**config.mk**
```make
export PLATFORM = sky130hd
export DESIGN_NAME = switch_debounce4_flat
export DESIGN_NICKNAME = d
export VERILOG_FILES = /design/src/rtl/debounce_pkg.sv /design/src/rtl/switch_debounce4_if.sv /design/src/rtl/debounce_ch.sv /design/src/rtl/switch_debounce4.sv /design/src/flat_wrapper.sv
export SDC_FILE = /design/constraint.sdc
export NUM_CORES = 1
export LEC_CHECK = 0
export CORE_ASPECT_RATIO = 0.9
export CORE_MARGIN = 2
export CORE_UTILIZATION = 55
export CTS_BUF_LIST = sky130_fd_sc_hd__clkbuf_2 sky130_fd_sc_hd__clkbuf_4 sky130_fd_sc_hd__clkbuf_8
export DETAILED_ROUTE_END_ITERATION = 7
export MAX_ROUTING_LAYER = met4
export PLACE_DENSITY = 0.8
export RECOVER_POWER = 100
export REMOVE_ABC_BUFFERS = 1
export SYNTH_ARGS = -nofsm -noshare
export SYNTH_HDL_FRONTEND = slang
export SYNTH_SLANG_ARGS = --single-unit
```
**constraint.sdc**
```tcl
create_clock -name clk -period 3.5 [get_ports clk]
set_input_delay 0.875 -clock clk [delete_from_list [all_inputs] [get_ports clk]]
set_output_delay 0.875 -clock clk [all_outputs]
set_load 0.02 [all_outputs]
```
**src/rtl/debounce_pkg.sv**
```systemverilog
// Shared definitions for the four-channel switch debouncer.
package debounce_pkg;

  // Per-channel FSM encoding: STABLE means the output agrees with the
  // synchronized input; CHECK means a candidate change is being timed.
  typedef enum logic {
    ST_STABLE = 1'b0,
    ST_CHECK  = 1'b1
  } db_state_t;

  // Default number of en-qualified samples a change must hold.
  localparam int DB_CYCLES_DEFAULT = 16;

endpackage

```
**src/rtl/switch_debounce4_if.sv**
```systemverilog
// Signal bundle between the switch front end and the debouncer.
// There is no valid/ready handshake on this bus: raw_in is a free-running
// level sampled every clock, en qualifies which cycles count as debounce
// samples, and A..D/changed/busy are registered levels that are valid in
// every cycle after reset.
interface switch_debounce4_if;
  logic [3:0] raw_in;
  logic       en;
  logic       A;
  logic       B;
  logic       C;
  logic       D;
  logic       changed;
  logic       busy;
  logic [3:0] ch_state;  // debug: 1 = channel in CHECK, bit 3..0 = A..D

  modport master (
    output raw_in, en,
    input  A, B, C, D, changed, busy, ch_state
  );

  modport slave (
    input  raw_in, en,
    output A, B, C, D, changed, busy, ch_state
  );
endinterface

```
**src/rtl/debounce_ch.sv**
```systemverilog
// One debounce channel: two-flop synchronizer, STABLE/CHECK FSM and
// sample counter. update is a combinational strobe that is high when the
// output will take a new value on the coming edge.
module debounce_ch
  import debounce_pkg::*;
#(
  parameter int DB_CYCLES = DB_CYCLES_DEFAULT
) (
  input  logic      clk,
  input  logic      rst,
  input  logic      raw,
  input  logic      en,
  output logic      level,
  output logic      update,
  output db_state_t state
);

  localparam int CNT_W = $clog2(DB_CYCLES + 1);
  // cnt+1 == DB_CYCLES is the same as cnt == DB_CYCLES-1; comparing against
  // the last count avoids needing an extra carry bit.
  localparam logic [CNT_W-1:0] LAST = CNT_W'(DB_CYCLES - 1);

  logic             sync1;
  logic             sync2;
  db_state_t        state_q;
  db_state_t        state_d;
  logic [CNT_W-1:0] cnt_q;
  logic [CNT_W-1:0] cnt_d;
  logic             level_q;
  logic             level_d;

  // Synchronizer runs every cycle regardless of en.
  always_ff @(posedge clk) begin
    if (rst) begin
      sync1 <= 1'b0;
      sync2 <= 1'b0;
    end else begin
      sync1 <= raw;
      sync2 <= sync1;
    end
  end

  // FSM, counter and output register; reset wins over everything.
  always_ff @(posedge clk) begin
    if (rst) begin
      state_q <= ST_STABLE;
      cnt_q   <= '0;
      level_q <= 1'b0;
    end else begin
      state_q <= state_d;
      cnt_q   <= cnt_d;
      level_q <= level_d;
    end
  end

  // Next-state logic; nothing moves on cycles without en.
  always_comb begin
    state_d = state_q;
    cnt_d   = cnt_q;
    level_d = level_q;
    update  = 1'b0;
    if (en) begin
      case (state_q)
        ST_STABLE: begin
          if (sync2 != level_q) begin
            if (DB_CYCLES == 1) begin
              level_d = sync2;
              update  = 1'b1;
            end else begin
              state_d = ST_CHECK;
              cnt_d   = CNT_W'(1);
            end
          end
        end
        ST_CHECK: begin
          if (sync2 == level_q) begin
            // glitch: input went back before the window filled
            state_d = ST_STABLE;
            cnt_d   = '0;
          end else if (cnt_q == LAST) begin
            level_d = sync2;
            cnt_d   = '0;
            state_d = ST_STABLE;
            update  = 1'b1;
          end else begin
            cnt_d = cnt_q + 1'b1;
          end
        end
        default: begin
          state_d = ST_STABLE;
          cnt_d   = '0;
        end
      endcase
    end
  end

  assign level = level_q;
  assign state = state_q;

endmodule

```
**src/rtl/switch_debounce4.sv**
```systemverilog
// Four debounced switch channels (raw_in bit 3..0 -> A..D) with a shared
// change pulse and busy flag.
module switch_debounce4
  import debounce_pkg::*;
#(
  parameter int DB_CYCLES = DB_CYCLES_DEFAULT
) (
  input logic                clk,
  input logic                rst,
  switch_debounce4_if.slave  bus
);

  logic [3:0] level;
  logic [3:0] update;
  db_state_t  st [4];
  logic [3:0] in_check;
  logic       changed_q;

  for (genvar gi = 0; gi < 4; gi++) begin : g_ch
    debounce_ch #(
      .DB_CYCLES(DB_CYCLES)
    ) u_ch (
      .clk   (clk),
      .rst   (rst),
      .raw   (bus.raw_in[gi]),
      .en    (bus.en),
      .level (level[gi]),
      .update(update[gi]),
      .state (st[gi])
    );
    assign in_check[gi] = (st[gi] == ST_CHECK);
  end

  // One pulse per update edge, however many channels flip together.
  always_ff @(posedge clk) begin
    if (rst) changed_q <= 1'b0;
    else     changed_q <= |update;
  end

  assign bus.A        = level[3];
  assign bus.B        = level[2];
  assign bus.C        = level[1];
  assign bus.D        = level[0];
  assign bus.changed  = changed_q;
  // State bits are already registers, so busy has no added delay.
  assign bus.busy     = |in_check;
  assign bus.ch_state = in_check;

endmodule

```
**src/flat_wrapper.sv**
```systemverilog
// flat-port wrapper written by rule: the top's interface ports become plain ports
module switch_debounce4_flat import debounce_pkg::*;
#(
  parameter int DB_CYCLES = DB_CYCLES_DEFAULT
)
  (clk, rst, bus_raw_in, bus_en, bus_A, bus_B, bus_C, bus_D, bus_changed, bus_busy, bus_ch_state);
  switch_debounce4_if bus_i ();
  input logic clk;
  input logic rst;
  input wire logic [$bits(bus_i.raw_in)-1:0] bus_raw_in;
  input wire logic [$bits(bus_i.en)-1:0] bus_en;
  output wire logic [$bits(bus_i.A)-1:0] bus_A;
  output wire logic [$bits(bus_i.B)-1:0] bus_B;
  output wire logic [$bits(bus_i.C)-1:0] bus_C;
  output wire logic [$bits(bus_i.D)-1:0] bus_D;
  output wire logic [$bits(bus_i.changed)-1:0] bus_changed;
  output wire logic [$bits(bus_i.busy)-1:0] bus_busy;
  output wire logic [$bits(bus_i.ch_state)-1:0] bus_ch_state;
  assign bus_i.raw_in = bus_raw_in;
  assign bus_i.en = bus_en;
  assign bus_A = bus_i.A;
  assign bus_B = bus_i.B;
  assign bus_C = bus_i.C;
  assign bus_D = bus_i.D;
  assign bus_changed = bus_i.changed;
  assign bus_busy = bus_i.busy;
  assign bus_ch_state = bus_i.ch_state;
  switch_debounce4 #(.DB_CYCLES(DB_CYCLES)) u_core (.clk(clk), .rst(rst), .bus(bus_i));
endmodule
```
==> results of run 1 <==
## critical path, cell delays in order, from the launching register on
cell,delay [ns]
dfxtp_1,0.39
or4_1,0.55
dlygate4sd3_1,0.67
## stage by stage
stage	power, mW	worst slack [ns]	cell area (um2)	hold WS (ns)	util (%)
final	0.695	0.688	1880	0.450	66.8
after global placement	0.487	0.887	1840	0.419	65.2
after floorplan	0.462	1.57	1610	0.414	-
after detailed placement	0.489	0.804	1840	0.428	65.2
after global routing	0.725	0.595	1880	0.465	66.8
after CTS	0.702	0.770	1890	0.452	67.2
## worst paths after layout
path | startpoint | cells after the start | endpoint | slack [ns]
hold reg to reg | u_core.g_ch[1].u_ch.sync1$_SDFF_PP0_ | 1 | u_core.g_ch[1].u_ch.sync2$_SDFF_PP0_ | 0.45
hold / removal | u_core.g_ch[1].u_ch.sync1$_SDFF_PP0_ | 1 | u_core.g_ch[1].u_ch.sync2$_SDFF_PP0_ | 0.45
setup reg to reg | u_core.g_ch[3].u_ch.cnt_q[0]$_SDFFE_PP0P_ | 5 | u_core.g_ch[3].u_ch.level$_SDFFE_PP0P_ | 1.87
setup / recovery | u_core.g_ch[3].u_ch.state$_SDFFE_PP0P_ | 2 | bus_busy | 0.69
## power by group
| group | internal [mW] | switching [mW] | leakage, nW |
|---|---|---|---|
| clock network | 0.0843 | 0.133 | 0.0354 |
| registers | 0.428 | 0.00611 | 0.300 |
| logic | 0.0191 | 0.0249 | 0.375 |
## placed cells by master (no fill, tap or decap), types with 3 or more instances in the layout
cell type and instances:
a22oi_1 4, a31oi_1 3, dlygate4sd3_1 11, nor3b_1 5
nand2_1 8, xor2_1 4, clkbuf_4 6, dfxtp_1 37
nor2b_1 10, a211oi_1 6, nor3_1 8, clkdlybuf4s50_1 5
nor2_1 20, mux2i_1 5, ha_1 4, o21ai_0 10
and4b_1 4, a21oi_1 22, nand3_1 7
## cell type report
| cell class | count | share of cell area, % |
|---|---|---|
| tap | 40 | 2.66 |
| clock buffer | 6 | 2.39 |
| timing repair buffer | 18 | 9.11 |
| clock inverter | 2 | 0.532 |
| multi-input combinational | 138 | 45.5 |
| sequential | 37 | 39.4 |
| inverter | 2 | 0.399 |
## sequential cells by signal (all words and copies together), names as in the netlist
name and count:
u_core.g_ch.u_ch.state 4, u_core.g_ch.u_ch.sync2 4, u_core.g_ch.u_ch.level 4, u_core.bus.changed 1, u_core.g_ch.u_ch.cnt_q 20, u_core.g_ch.u_ch.sync1 4
## per-layer routing
metal / routed length [um] / vias up / track usage [%]
met5: 0 / - / -
li1: - / 707 / -
met4: 25 / 0 / 6.69
met2: 1510 / 45 / 32.1
met1: 1500 / 673 / 25.4
met3: 161 / 4 / 7.83
## logic make-up after synthesis
logic type      count (synthesis)  synth area share (%)
simple gates                   75                  25.2
mux                             6                  3.67
fa+ha+maj                       4                  3.00
xor+xnor                        6                  3.15
compound gates                 47                  16.6
buf+inv                        13                  4.05
flops                          37                  44.3
==> out/metrics.cfg, run 1 <==
[routing]
wire_per_inst_um = 13.2
drtAntennaViolNets = 0
drc = 0
num_vias = 1429
drt-initial-drc-count = 83
viasPerCell = 5.88
drt-pass1-iter-count = 4
drt_wl_total_um = 3200

[flow_run]
maxCapViolations = 1

[floorplanning]
core_area_mm2 = 0.00282
initial_core_util_pct = 59.3
fp.dieH_um = 56.3
fp-row-count = 18
die_x_um = 62.1
io_pins = 17
die-area_mm2 = 0.00349

[yosys]
yosys.area.top_type = dfxtp_1
seq_area_frac_synth_pct = 44.3
synth_area_per_cell_um2 = 8.88
synthCells = 188
synth_top_area_share_pct = 44.3
netlist_area_mm2 = 0.00167
synth_ff_type = dfxtp_1
async_flop_share_pct = 0
synth_seq_cells = 37
yosys-top-cells-count = 37 x dfxtp_1, 22 x a21oi_1, 20 x nor2_1
ys_top_cells_by_area = dfxtp_1 44%, a21oi_1 6.6%, nor2_1 4.5%
yosys_warnings = 0
synth-edff-count = 0
synth.distinct_cells = 35
yosysMostFrequentCell = dfxtp_1

[clock_network]
cts_buffers = 5
clock_latency_ns = 0.33
cts_tree = yes
root_buffer = clkbuf_4
cts_max_level = 2
clk_pin_slew_worst_paths_ns = 0.11
cts_hold_buf = 0
clock_path_buffers = 2
post_cts_buffers = 0
cts.sinks = 37
post_cts_resized = 0

[worst_setup_path]
endpoint_kind = output pin
worstSetupPathType = flop to output pin
cp-start-kind = flop
cp_max_fo = 8
crit_required_ns = 2.62
cp.arrival_ns = 1.94

[timing]
worstMarginPinSlew_ns = 1.58
period_share_pct = 80.4
skew_ns = 0.0103
period_minus_slack_ns = 2.81
slew_headroom_pct = -5.61
slew_viol_final = 38
max_freq_ghz = 0.356
setup_viol = 0
tns_ns = 0
hold_viol = 0
rsz0062_at_grt = no

[status]
violations = capacitance limit, slew limit
outcome = finished with violations

[grt]
grt_overflow_total = 0
grt_pass1_vias = 1307
track_usage_pct = 21.1
grt_pass1_wl_um = 5440
grt_max_degree = 38
antenna_found_initial = 0

[place]
dp.cells = 235
dp_hpwl_um = 2250
io_buffers = 16
gp_congestion = 0.841

[finish]
multi_input_area_um2 = 857
instances_no_fill = 243
fillers = 252
insertedDiodeCount = 0
fin_nets = 213
drive_above_1_share_pct = 5.42
register_area_um2 = 741
syn2layout_area_growth_pct = 12.7

[power]
ir_drop_v = 0.000284
p_leak_nw = 0.711
power_density_mw_per_mm2 = 369

[hold_path]
min_path_type = flop to flop

Power figures use the tool's default switching activity.
==> run 2: changes to the inputs <==
==> constraint.sdc (replaced) <==
create_clock -name clk -period 2.7 [get_ports clk]
set_input_delay 0.675 -clock clk [delete_from_list [all_inputs] [get_ports clk]]
set_output_delay 0.675 -clock clk [all_outputs]
set_load 0.02 [all_outputs]
==> run 2 against run 1 <==
  * The flow still finishes with violations (capacitance limit, slew limit)
  * Cell area grew 1.2%
  * First-iteration DRC count increased by 4.8%
  * Wire length is 0.22% higher
  * Sequential power increased by 30%
  * Critical path type unchanged
  * Critical endpoint unchanged
  * Highest routed layer unchanged
==> out/metrics.cfg, run 2 (synthesized netlist as in run 1, its figures left out) <==
[finish]
top_register = u_core.g_ch.u_ch.cnt_q  ; unchanged
drive_above_1_share_pct = 5.88  ; was 5.42%
instances_no_fill = 244  ; was 243
layout_common_cells = 37 x dfxtp_1, 22 x a21oi_1, 20 x nor2_1  ; unchanged
fin_nets = 214  ; was 213
largest_register_ffs = 20  ; unchanged
syn2layout_area_growth_pct = 14.0  ; was 12.7%
final_common_cell = dfxtp_1  ; unchanged
insertedDiodeCount = 0  ; unchanged

[timing]
setup_viol = 0  ; unchanged
hold_viol = 0  ; unchanged
skew_ns = 0.0115  ; was 0.0103 ns
rsz0062_at_grt = no  ; unchanged
tns_ns = 0  ; unchanged
worstMarginPinSlew_ns = 1.53  ; was 1.58 ns
slew_headroom_pct = -2.29  ; was -5.61%
period_minus_slack_ns = 2.54
slew_viol_final = 38  ; unchanged
period_share_pct = 94.1
whs_ns = 0.444  ; was 0.450 ns
max_freq_ghz = 0.394

[clock_network]
cts_tree = yes  ; unchanged
cts_buffers = 5  ; unchanged
cts_max_level = 2  ; unchanged
clock_latency_ns = 0.34  ; was 0.33 ns
cts_hold_buf = 0  ; unchanged
cts.sinks = 37  ; unchanged
root_buffer = clkbuf_4  ; unchanged
post_cts_buffers = 0  ; unchanged
clock_path_buffers = 2  ; unchanged
post_cts_resized = 0  ; unchanged
clk_pin_slew_worst_paths_ns = 0.11  ; about the same

[routing]
viasPerCell = 5.79  ; was 5.88
drc = 0  ; unchanged
drt_wl_total_um = 3210  ; was 3200 um
drt-pass1-iter-count = 4  ; unchanged
drtAntennaViolNets = 0  ; unchanged
drt-initial-drc-count = 87  ; was 83
wire_per_inst_um = 13.1  ; was 13.2 um
num_vias = 1412  ; was 1429

[floorplanning]
core_area_mm2 = 0.00282  ; unchanged
initial_core_util_pct = 59.3  ; unchanged
die-area_mm2 = 0.00349  ; unchanged
fp-row-count = 18  ; unchanged
io_pins = 17  ; unchanged
fp.dieH_um = 56.3  ; unchanged
die_x_um = 62.1  ; unchanged

[grt]
antenna_found_initial = 0  ; unchanged
grt_pass1_wl_um = 5510  ; was 5440 um
busiest_layer = met2  ; unchanged
grt_max_degree = 38  ; unchanged
grt_use_met2_pct = 32.4  ; was 32.1%
use_met3_pct = 7.83  ; unchanged
grt_overflow_total = 0  ; unchanged
use_met1_pct = 26.4  ; was 25.4%
grt_pass1_vias = 1281  ; was 1307
track_usage_pct = 21.6  ; was 21.1%

[worst_setup_path]
critPathTopFamily = simple AND/OR/NAND/NOR gates  ; was buffers and inverters
worstPathBufferInverterCount = 1  ; unchanged
cp-start-kind = flop  ; unchanged
crit_chain = or4_1 > clkdlybuf4s50_1  ; was or4_1 > dlygate4sd3_1
cp.arrival_ns = 1.87  ; was 1.94 ns
endpoint_kind = output pin  ; unchanged
crit_required_ns = 2.03  ; was 2.62 ns
critPathSlowestCell = or4_1  ; was dlygate4sd3_1
worstSetupPathType = flop to output pin  ; unchanged
cp_max_fo = 8  ; unchanged
slowest_delay_ns = 0.57  ; was 0.67 ns

[flow_run]
maxCapViolations = 1  ; unchanged

[place]
io_buffers = 16  ; unchanged
dp_hpwl_um = 2270  ; was 2250 um
dp.cells = 236  ; was 235
gp_congestion = 0.892  ; was 0.841

[status]
violations = capacitance limit, slew limit  ; unchanged
outcome = finished with violations  ; unchanged

[power]
p_leak_nw = 0.719  ; was 0.711 nW
power_density_mw_per_mm2 = 498  ; was 369 mW/mm2
ir_drop_v = 0.000392  ; was 0.000284 V
finalPower_uw = 948  ; was 695 uW

[hold_path]
min_path_type = flop to flop  ; unchanged

run 2: path summary, 6_finish.rpt:
path	startpoint	end	slack [ns]	depth (start not counted)
worst max-delay path	u_core.g_ch[3].u_ch.state$_SDFFE_PP0P_	bus_busy	0.16	2
worst max register to register	u_core.g_ch[3].u_ch.cnt_q[0]$_SDFFE_PP0P_	u_core.g_ch[3].u_ch.level$_SDFFE_PP0P_	1.09	5
worst min register to register	u_core.g_ch[1].u_ch.sync1$_SDFF_PP0_	u_core.g_ch[1].u_ch.sync2$_SDFF_PP0_	0.44	1
worst min-delay path	u_core.g_ch[1].u_ch.sync1$_SDFF_PP0_	u_core.g_ch[1].u_ch.sync2$_SDFF_PP0_	0.44	1
run 2: area by class of cell:
type,count,area (um2)
fillers,226,911
multi-input cells,138,857
flip-flops and latches,37,741
repair buffers,19,179
clock buffers,7,65.1
well taps,40,50.0
inverters,2,7.51
clock inverters,1,5.00
run 2: power breakdown:
| part | switching, mW | internal (mW) |
|---|---|---|
| clock network | 0.176 | 0.151 |
| registers | 0.00784 | 0.555 |
| logic | 0.0322 | 0.0262 |
| total | 0.216 | 0.732 |
run 2: layer usage:
layer,up-vias,wire length (um)
li1,707,-
met1,660,1490
met2,39,1500
met3,6,165
met4,0,46
met5,-,0
run 2: metrics by stage:
step / util (%) / setup WS (ns) / instance area, um2
3_3_place_gp: 65.5 / 0.505 / 1840
4_1_cts: 68.0 / 0.137 / 1910
3_5_place_dp: 65.5 / 0.477 / 1840
6_report: 67.6 / 0.160 / 1900
2_1_floorplan: - / 0.968 / 1610
5_1_grt: 67.6 / 0.0747 / 1900
